===== config.mk =====
export PLATFORM = sky130hd
export DESIGN_NAME = sram_arbiter
export DESIGN_NICKNAME = d
export VERILOG_FILES = /design/src/rtl/sram_arbiter.sv
export SDC_FILE = /design/constraint.sdc
export NUM_CORES = 1
export LEC_CHECK = 0
export CAP_MARGIN = 20
export CORE_AREA = 2 2 104 106
export CTS_CLUSTER_DIAMETER = 40
export CTS_CLUSTER_SIZE = 25
export DETAILED_ROUTE_END_ITERATION = 10
export DIE_AREA = 0 0 106 108
export DONT_BUFFER_PORTS = 1
export PLACE_DENSITY = 0.54
export SLEW_MARGIN = 20
export SYNTH_ARGS = -nofsm -noshare
export SYNTH_HDL_FRONTEND = slang
export SYNTH_SLANG_ARGS = --single-unit

===== constraint.sdc =====
create_clock -name clk -period 1.65 [get_ports clk]
set_input_delay 0.165 -clock clk [delete_from_list [all_inputs] [get_ports clk]]
set_output_delay 0.165 -clock clk [all_outputs]
set_load 0.01 [all_outputs]

===== src/rtl/sram_arbiter.sv =====
// rtl/sram_arbiter.sv - two-port (fetch/data) arbiter onto one single-cycle SRAM
module sram_arbiter #(
    parameter int STARVE_MAX = 4
) (
    input  logic        clk,
    input  logic        resetn,

    input  logic        inst_req,
    input  logic [31:0] inst_addr,
    output logic        inst_addr_ok,
    output logic        inst_data_ok,
    output logic [31:0] inst_rdata,

    input  logic        data_req,
    input  logic        data_we,
    input  logic [31:0] data_addr,
    input  logic [31:0] data_wdata,
    output logic        data_addr_ok,
    output logic        data_data_ok,
    output logic [31:0] data_rdata,

    output logic        sram_en,
    output logic        sram_we,
    output logic [31:0] sram_addr,
    output logic [31:0] sram_wdata,
    input  logic [31:0] sram_rdata
);

    typedef enum logic [1:0] {
        IDLE   = 2'd0,
        WAIT_I = 2'd1,
        WAIT_D = 2'd2
    } state_t;

    // Saturation point of the data-grant streak; the counter is 3 bits wide.
    localparam logic [2:0] STREAK_LIM = 3'(STARVE_MAX);

    state_t      state_q, state_d;
    logic [2:0]  streak_q, streak_d;
    logic [31:0] inst_rdata_q, inst_rdata_d;
    logic [31:0] data_rdata_q, data_rdata_d;
    logic        grant_i, grant_d;

    // Grant selection, next-state, streak update and all port outputs.
    always_comb begin
        state_d      = state_q;
        streak_d     = streak_q;
        inst_rdata_d = inst_rdata_q;
        data_rdata_d = data_rdata_q;
        grant_i      = 1'b0;
        grant_d      = 1'b0;
        inst_data_ok = 1'b0;
        data_data_ok = 1'b0;
        inst_rdata   = inst_rdata_q;
        data_rdata   = data_rdata_q;

        case (state_q)
            IDLE: begin
                // Grants are gated by resetn so nothing leaks out while reset is held.
                if (resetn && data_req && (!inst_req || (streak_q < STREAK_LIM))) begin
                    grant_d = 1'b1;
                end else if (resetn && inst_req) begin
                    grant_i = 1'b1;
                end

                if (grant_d) begin
                    state_d = WAIT_D;
                    if (!inst_req) begin
                        streak_d = 3'd0;
                    end else if (streak_q < STREAK_LIM) begin
                        streak_d = streak_q + 3'd1;
                    end else begin
                        streak_d = STREAK_LIM;
                    end
                end else if (grant_i) begin
                    state_d  = WAIT_I;
                    streak_d = 3'd0;
                end
            end
            WAIT_I: begin
                inst_data_ok = 1'b1;
                inst_rdata   = sram_rdata;
                inst_rdata_d = sram_rdata;
                state_d      = IDLE;
            end
            WAIT_D: begin
                data_data_ok = 1'b1;
                data_rdata   = sram_rdata;
                data_rdata_d = sram_rdata;
                state_d      = IDLE;
            end
            default: begin
                state_d = IDLE;
            end
        endcase

        inst_addr_ok = grant_i;
        data_addr_ok = grant_d;
        sram_en      = grant_i | grant_d;
        sram_we      = grant_d & data_we;
        sram_addr    = grant_d ? data_addr : (grant_i ? inst_addr : 32'd0);
        sram_wdata   = grant_d ? data_wdata : 32'd0;
    end

    // State, streak and held read data registers; reset abandons any access.
    always_ff @(posedge clk or negedge resetn) begin
        if (!resetn) begin
            state_q      <= IDLE;
            streak_q     <= 3'd0;
            inst_rdata_q <= 32'd0;
            data_rdata_q <= 32'd0;
        end else begin
            state_q      <= state_d;
            streak_q     <= streak_d;
            inst_rdata_q <= inst_rdata_d;
            data_rdata_q <= data_rdata_d;
        end
    end

endmodule


# Word level (Yosys, flattened, before mapping)

Index checks and enable logic that the tools add are counted.

Logic and storage cells: 40
Output and inout port bits: 134
Register bits after elaboration: 69

Multiplexer cells: 21
$lt $le $gt $ge: 1
Bitwise gates (word level): 2
Eq/ne operators: 3
Add/sub/neg operators: 1
Reductions and logical operators: 8

Operators with widths:

| kind                                                                  | number |
|---|---|
| 32-bit 2-to-1 mux                                                     | 5 |
| 3-bit 2-to-1 mux                                                      | 4 |
| 1-bit 2-to-1 mux                                                      | 9 |
| 2-bit 2-to-1 mux                                                      | 3 |
| 3-bit by 1-bit adder with 3-bit output, second input constant         | 1 |
| 1-bit logical AND                                                     | 3 |
| 3-bit < comparator, second input constant                             | 1 |
| 3-bit inequality test, second input constant                          | 1 |
| 2-bit by 1-bit equality test with 1-bit output, second input constant | 1 |
| 2-bit equality test, second input constant                            | 1 |
| 2-bit zero test                                                       | 1 |
| 2-bit AND reduction                                                   | 1 |
| 2-bit nonzero test                                                    | 1 |
| 1-bit bitwise AND                                                     | 1 |
| 1-bit zero test                                                       | 1 |
| 1-bit logical OR                                                      | 1 |
| 1-bit OR                                                              | 1 |

# Depth between registers and ports, before layout

Gate-level depths: netlist (run 1).

Depth in word-level cells: 8
Gate-level depth with buffers: 5

# Worst setup path before layout (run 1)

OpenSTA, ideal clock, no wires.

Path type: reg-to-output
Start: reg state_q[1]
End: out sram_addr[25]
Cell stages (with the launch flop): 6
Slack: 205 ps
Path buffers: 2
Arrival: 1,280 ps
Path through: dfrtp_1 -> nor3b_4 -> and3_4 -> buf_6 -> buf_6 -> a22o_1

Cells in the longest elaborated chain, start to end: 4
Elaborated cells between the ends (all ways): 5
Classes of those cells: 4 x mux; 1 x reduce/logical

RTL lines:

| element                  | line | source |
|---|---|---|
| start: declaration       | 38   | `state_t state_q, state_d;` |
| start signal: assignment | 113  | `state_q <= state_d;` |
| 2-bit zero test (*)      | 57   | `case (state_q)` |
| 1-bit 2-to-1 mux         | 57   |  |
| 32-bit 2-to-1 mux        | 101  | `sram_addr = grant_d ? data_addr : (grant_i ? inst_addr : 32'd0);` |
| 32-bit 2-to-1 mux (*)    | 101  |  |
| end: declaration         | 24   | `output logic [31:0] sram_addr,` |

Every way passes the cells marked *; elsewhere a longest branch is shown, timed or not.

# Final worst setup path (run 1)

Start: reg state_q[1]
End: out inst_rdata[29]

Cells in the longest elaborated chain, start to end: 2

RTL lines:

| element                                        | line | source |
|---|---|---|
| 2-bit by 1-bit equality test with 1-bit output | 57   |  |
| 32-bit 2-to-1 mux                              | 57   |  |
| end: declaration                               | 12   | `output logic [31:0] inst_rdata,` |

Every way passes these cells.

==> results.yml, run 1 <==
power:
  p_leak_nw: 2.24
  powerDensity_nw_per_um2: 1070
  ir_worst_vdd_mv: 0.675
synth:
  synth_mux_area_share_pct: 22.8
  synth.avg_cell_area_um2: 13.7
  yosysWarnings: 0
  synthSimpleGateAreaFrac_pct: 8.95
  yosysSeqAreaShare_pct: 53.7
  synthXorXnorAreaFrac_pct: 0
  synth_top_family_by_area: "multiplexers"
  syn_area_um2: 3220
  synth-edff-count: 0
  ys_ff_latch: 69
  synth_fa_ha_area_share_pct: 0.389
  netlist_instances: 234
  synth_compound_area_share_pct: 9.41
  synthFlopType: "dfrtp_1"
  synth.distinct_cells: 18
  synth_fp_nets: 368
  synthArstFlopShare_pct: 100
clock_tree:
  clk_pin_slew_ns: 0.07
  clkSinkCount: 69
  cts_root_buf: "clkbuf_8"
  cts.htree.levels: 3
  max-clock-path-buffers: 2
  worstSkewPairLatency_ns: 0.34
  cts_buffers: 9
  cts_tree: "yes"
setup_path:
  timing.rr.start: "state_q[1]"
  required_ns: 1.48
  crit_fanout: 8
  timing.rr.end: "inst_rdata_q[29]"
  rrSetupSlack_ns: 0.14
  cp.arrival_ns: 1.72
  worst-setup-path-type: "flop to output port"
  cp-start-kind: "flop"
  endpoint_kind: "output port"
  ff2ff_path_depth: 5
die:
  initial_core_util_pct: 31.4
  core_um2: 10200
  die_x_um: 106
  num_rows: 37
  io_pins: 267
  dieArea_um2: 11400
  die_y_um: 108
routing:
  wl_um: 13000
  drc_errors: 0
  wl_per_cell_um: 31.7
  dr.pass1.iters: 4
  viasPerCell: 5.51
  num_vias: 2266
  drt_iter0_drc: 92
  drtAntennaViolNets: 0
grt:
  grt_util_all_layers_pct: 20.3
  grt_pass1_vias: 2276
  antenna_found_initial: 4
  grt_max_degree: 71
  grt-ovfl-total: 0
  grt_pass1_wl_um: 16300
place:
  place_congestion: 0.771
  place_hpwl_um: 9030
  io_buffers: 0
  placed_cells: 360
worst_hold_path:
  hold_path_class: "input pin to asynchronous set/reset pin"
run:
  cap_violations: 0
sta:
  clock-skew-final_ns: 0.00821
  slew_headroom_pct: 85.1
  slew_viol_final: 0
  tightest_slew_ns: 0.223
  whs_ns: -0.482
  final.setup.worst_slack_ns: -0.237
  hold_violations: 69
  setup_viol: 130
  period_share_pct: 114
  rsz0062_at_grt: "true"
  fmax_mhz: 530
  fin_crit_ns: 1.89
status:
  outcome: "complete, but fails checks"
  violations: "hold timing, setup timing"
cells_and_area:
  final_common_cell: "dfrtp_1"
  syn2layout_area_growth_pct: 46.7
  drive_gt1_share_pct: 61.3
  final_cell_mix: "69 x dfrtp_1, 60 x mux2_4, 30 x a22o_4"
  postLayoutCoreUtil_pct: 46.1
  final_cell_count_no_fill: 411
  nets: 406
## through the flow
step	setup WS, ns	setup TNS (ns)	power (mW)	instance area, µm²
after floorplan	0.205	0	3.06	3220
after global placement	0.0608	0	3.24	3380
after detailed placement	0.0153	0	3.28	3380
after CTS	-0.247	-27.01	4.84	4230
after global routing	-0.296	-31.51	5.29	4720
final	-0.237	-23.32	5.07	4720
## cells in the mapped netlist, types with 2 or more instances
library cell | count | share of area (%)
a22o_1 | 34 | 9.3
and2_1 | 33 | 6.4
and3_1 | 3 | 0.58
buf_2 | 7 | 1.1
buf_4 | 7 | 1.6
buf_6 | 4 | 1.4
dfrtp_1 | 69 | 54
inv_1 | 2 | 0.23
mux2_2 | 65 | 23
nand2b_1 | 2 | 0.39
## per-layer routing
metal | track usage [%] | up-vias | routed length [µm] | part of all wire [%]
met1 | 18.8 | 1146 | 3910 | 30
met5 | 0 | - | 31 | 0.24
li1 | - | 909 | - | -
met3 | 11.1 | 35 | 1710 | 13
met2 | 35.5 | 172 | 6780 | 52
met4 | 11.3 | 4 | 617 | 4.7
## where the power goes
part           switching (mW)  internal (mW)  total (mW)
combinational           0.728          0.823        1.55
sequential              0.122           2.08        2.20
clock                   0.569          0.753        1.32
total                    1.42           3.65        5.07
## worst max-delay path by stage
stage / startpoint / endpoint / slack, ns / depth (start not counted)
floorplan: state_q[1] / sram_addr[25] / 0.20 / 5
global placement: state_q[1] / sram_addr[28] / 0.06 / 4
detailed placement: state_q[1] / sram_addr[28] / 0.02 / 4
CTS: state_q[0] / sram_wdata[3] / -0.25 / 5
global route: state_q[1] / inst_rdata[5] / -0.30 / 5
finish: state_q[1] / inst_rdata[29] / -0.24 / 5
## state kept, by name, summed over array words and instances, names as in the netlist
name,cells
state_q,2
data_rdata_q,32
streak_q,3
inst_rdata_q,32
## logic make-up (layout without fill, tap and decap cells)
family                   after synthesis  after routing
other                                  0              1
buffers and inverters                 21             61
flip-flops                            69             69
AO/OA/AOI/OAI                         35             35
adder cells (fa/ha/maj)                1              1
AND/OR/NAND/NOR                       43             43
multiplexers                          65             65
## timing repair
action | CTS | global route
setup buffers | 8 | 3
endpoints found under the hold margin | 73 | 83
gates cloned | 6 | 7
pin swaps | 22 | 18
endpoints found under the setup margin | 131 | 131
resized for setup | 78 | 60
hold buffers | 4 | 11
## critical path: stages, from the launching register on
cell	delay, ns
dfrtp_1	0.41
buf_4	0.17
nor2b_4	0.16
buf_12	0.14
clkbuf_16	0.16
mux2_4	0.34
## cell type report
class	instances	area, µm²
Antenna cell	1	2.50
Clock buffer	11	151
Clock inverter	2	35.0
Fill cell	884	5510
Inverter	2	7.51
Multi-Input combinational cell	144	1900
Sequential cell	69	1730
Tap cell	136	170
Timing Repair Buffer	46	727
(Power assumes the default switching activity.)
==> run 2, diff against run 1 <==
Settings changed: CORE_AREA 2 2 104 106 to 2 2 102 104, DIE_AREA 0 0 106 108 to 0 0 104 106, PLACE_DENSITY 0.54 to 0.55.
==> results.yml, run 2 (synthesis gave the netlist of run 1 again) <==
sta:
  setup_viol: 130
  period_share_pct: 114
  hold_violations: 69
  fin_crit_ns: 1.88
  final.setup.worst_slack_ns: -0.228
  fmax_mhz: 533
  slew_headroom_pct: 87.5
  whs_ns: -0.496
  tightest_slew_ns: 0.187
  rsz0062_at_grt: "true"
  slew_viol_final: 0
  clock-skew-final_ns: 0.0132
routing:
  dr.pass1.iters: 4
  wl_per_cell_um: 29.2
  viasPerCell: 5.38
  num_vias: 2322
  drt_iter0_drc: 116
  wl_um: 12600
  drc_errors: 0
  drtAntennaViolNets: 0
cells_and_area:
  fillers: 894
  largest_registers: "data_rdata_q x32, inst_rdata_q x32, streak_q x3"
  drive_gt1_share_pct: 51.7
  syn2layout_area_growth_pct: 45.7
  fin_area_um2: 4690
  final_cell_count_no_fill: 432
  postLayoutCoreUtil_pct: 46.9
  nets: 423
  final_cell_mix: "69 x dfrtp_1, 53 x mux2_4, 40 x dlygate4sd3_1"
  register_area_um2: 1730
  multi_input_area_um2: 1800
  final_common_cell: "dfrtp_1"
clock_tree:
  max-clock-path-buffers: 2
  worstSkewPairLatency_ns: 0.35
  clkSinkCount: 69
  cts.htree.levels: 3
  cts_buffers: 9
  cts_root_buf: "clkbuf_8"
  cts_tree: "yes"
  clk_pin_slew_ns: 0.09
die:
  die_y_um: 106
  io_pins: 267
  num_rows: 37
  die_x_um: 104
  dieArea_um2: 11000
  initial_core_util_pct: 32.2
  core_um2: 10000
grt:
  grt_pass1_wl_um: 16200
  grt-ovfl-total: 0
  grt_pass1_vias: 2351
  antenna_found_initial: 7
  grt_util_all_layers_pct: 20.4
  grt_max_degree: 71
setup_path:
  worst-setup-path-type: "flop to output port"
  timing.rr.start: "state_q[1]"
  rrSetupSlack_ns: 0.15
  required_ns: 1.48
  crit_fanout: 10
  timing.rr.end: "inst_rdata_q[24]"
  ff2ff_path_depth: 5
  endpoint_kind: "output port"
  cp.arrival_ns: 1.71
  cp-start-kind: "flop"
power:
  powerDensity_nw_per_um2: 1070
  p_leak_nw: 2.19
  ir_worst_vdd_mv: 0.835
  finalPower_mw: 5.00
status:
  outcome: "complete, but fails checks"
  violations: "hold timing, setup timing"
run:
  cap_violations: 0
place:
  placed_cell_area_um2: 3380
  place_hpwl_um: 8250
  io_buffers: 0
  placed_cells: 363
  place_congestion: 0.785
worst_hold_path:
  hold_path_class: "input pin to asynchronous set/reset pin"
run 2: cell types whose count changed in the layout (fill, tap and decap cells not counted), moves of 4 or more:
cell and change:
dlygate4sd3_1 +25, buf_6 +5, a22o_1 +8, a22o_4 -8, and2_4 -4, mux2_4 -7
buf_4 -4, mux2_2 +7
run 2: metal layers:
| layer | GRT usage, % | share of wire, % | vias to the layer above |
|---|---|---|---|
| li1 | - | - | 952 |
| met1 | 23.0 | 36 | 1182 |
| met2 | 34.2 | 51 | 164 |
| met3 | 9.69 | 11 | 20 |
| met4 | 6.37 | 1.9 | 4 |
| met5 | 0 | 0.21 | - |
run 2: worst max path at each step:
stage,endpoint,cells after the start,startpoint
global route,inst_rdata[6],5,state_q[1]
global placement,inst_rdata[24],4,state_q[1]
detailed placement,sram_addr[26],4,state_q[1]
finish,inst_rdata[24],5,state_q[1]
floorplan,sram_addr[25],5,state_q[1]
CTS,sram_wdata[25],4,state_q[1]
run 2: repair_timing:
action	4_1_cts	5_1_grt
cloned	4	4
hold endpoints to repair	97	83
gates resized for setup	89	37
hold buffers	26	14
endpoints found under the setup margin	130	132
pin swaps	0	3
setup buffers	4	1
run 2: area by class of cell:
type	count	area share, %
flip-flops and latches	69	36.8
diodes	2	0.107
well taps	136	3.63
repair buffers	63	17.0
inverters	2	0.160
multi-input cells	144	38.4
clock inverters	6	0.988
clock buffers	10	2.94
run 2: where the power goes:
part	switching (mW)	internal (mW)
Combinational	0.724	0.775
Sequential	0.119	2.07
Clock	0.715	0.598
run 2: worst max-delay path, cell delays in order, from the launching register on:
cell and delay (ns):
dfrtp_1 0.42, buf_6 0.14, nor2b_4 0.12, buf_12 0.14, buf_12 0.15, mux2_2 0.39
run 2: stage by stage:
stage,hold slack (ns),TNS [ns],worst slack (ns)
2_1_floorplan,-0.131,0,0.205
3_3_place_gp,-0.129,0,0.142
3_5_place_dp,-0.129,0,0.135
4_1_cts,-0.517,-23.98,-0.239
5_1_grt,-0.520,-30.02,-0.294
6_report,-0.496,-20.10,-0.228
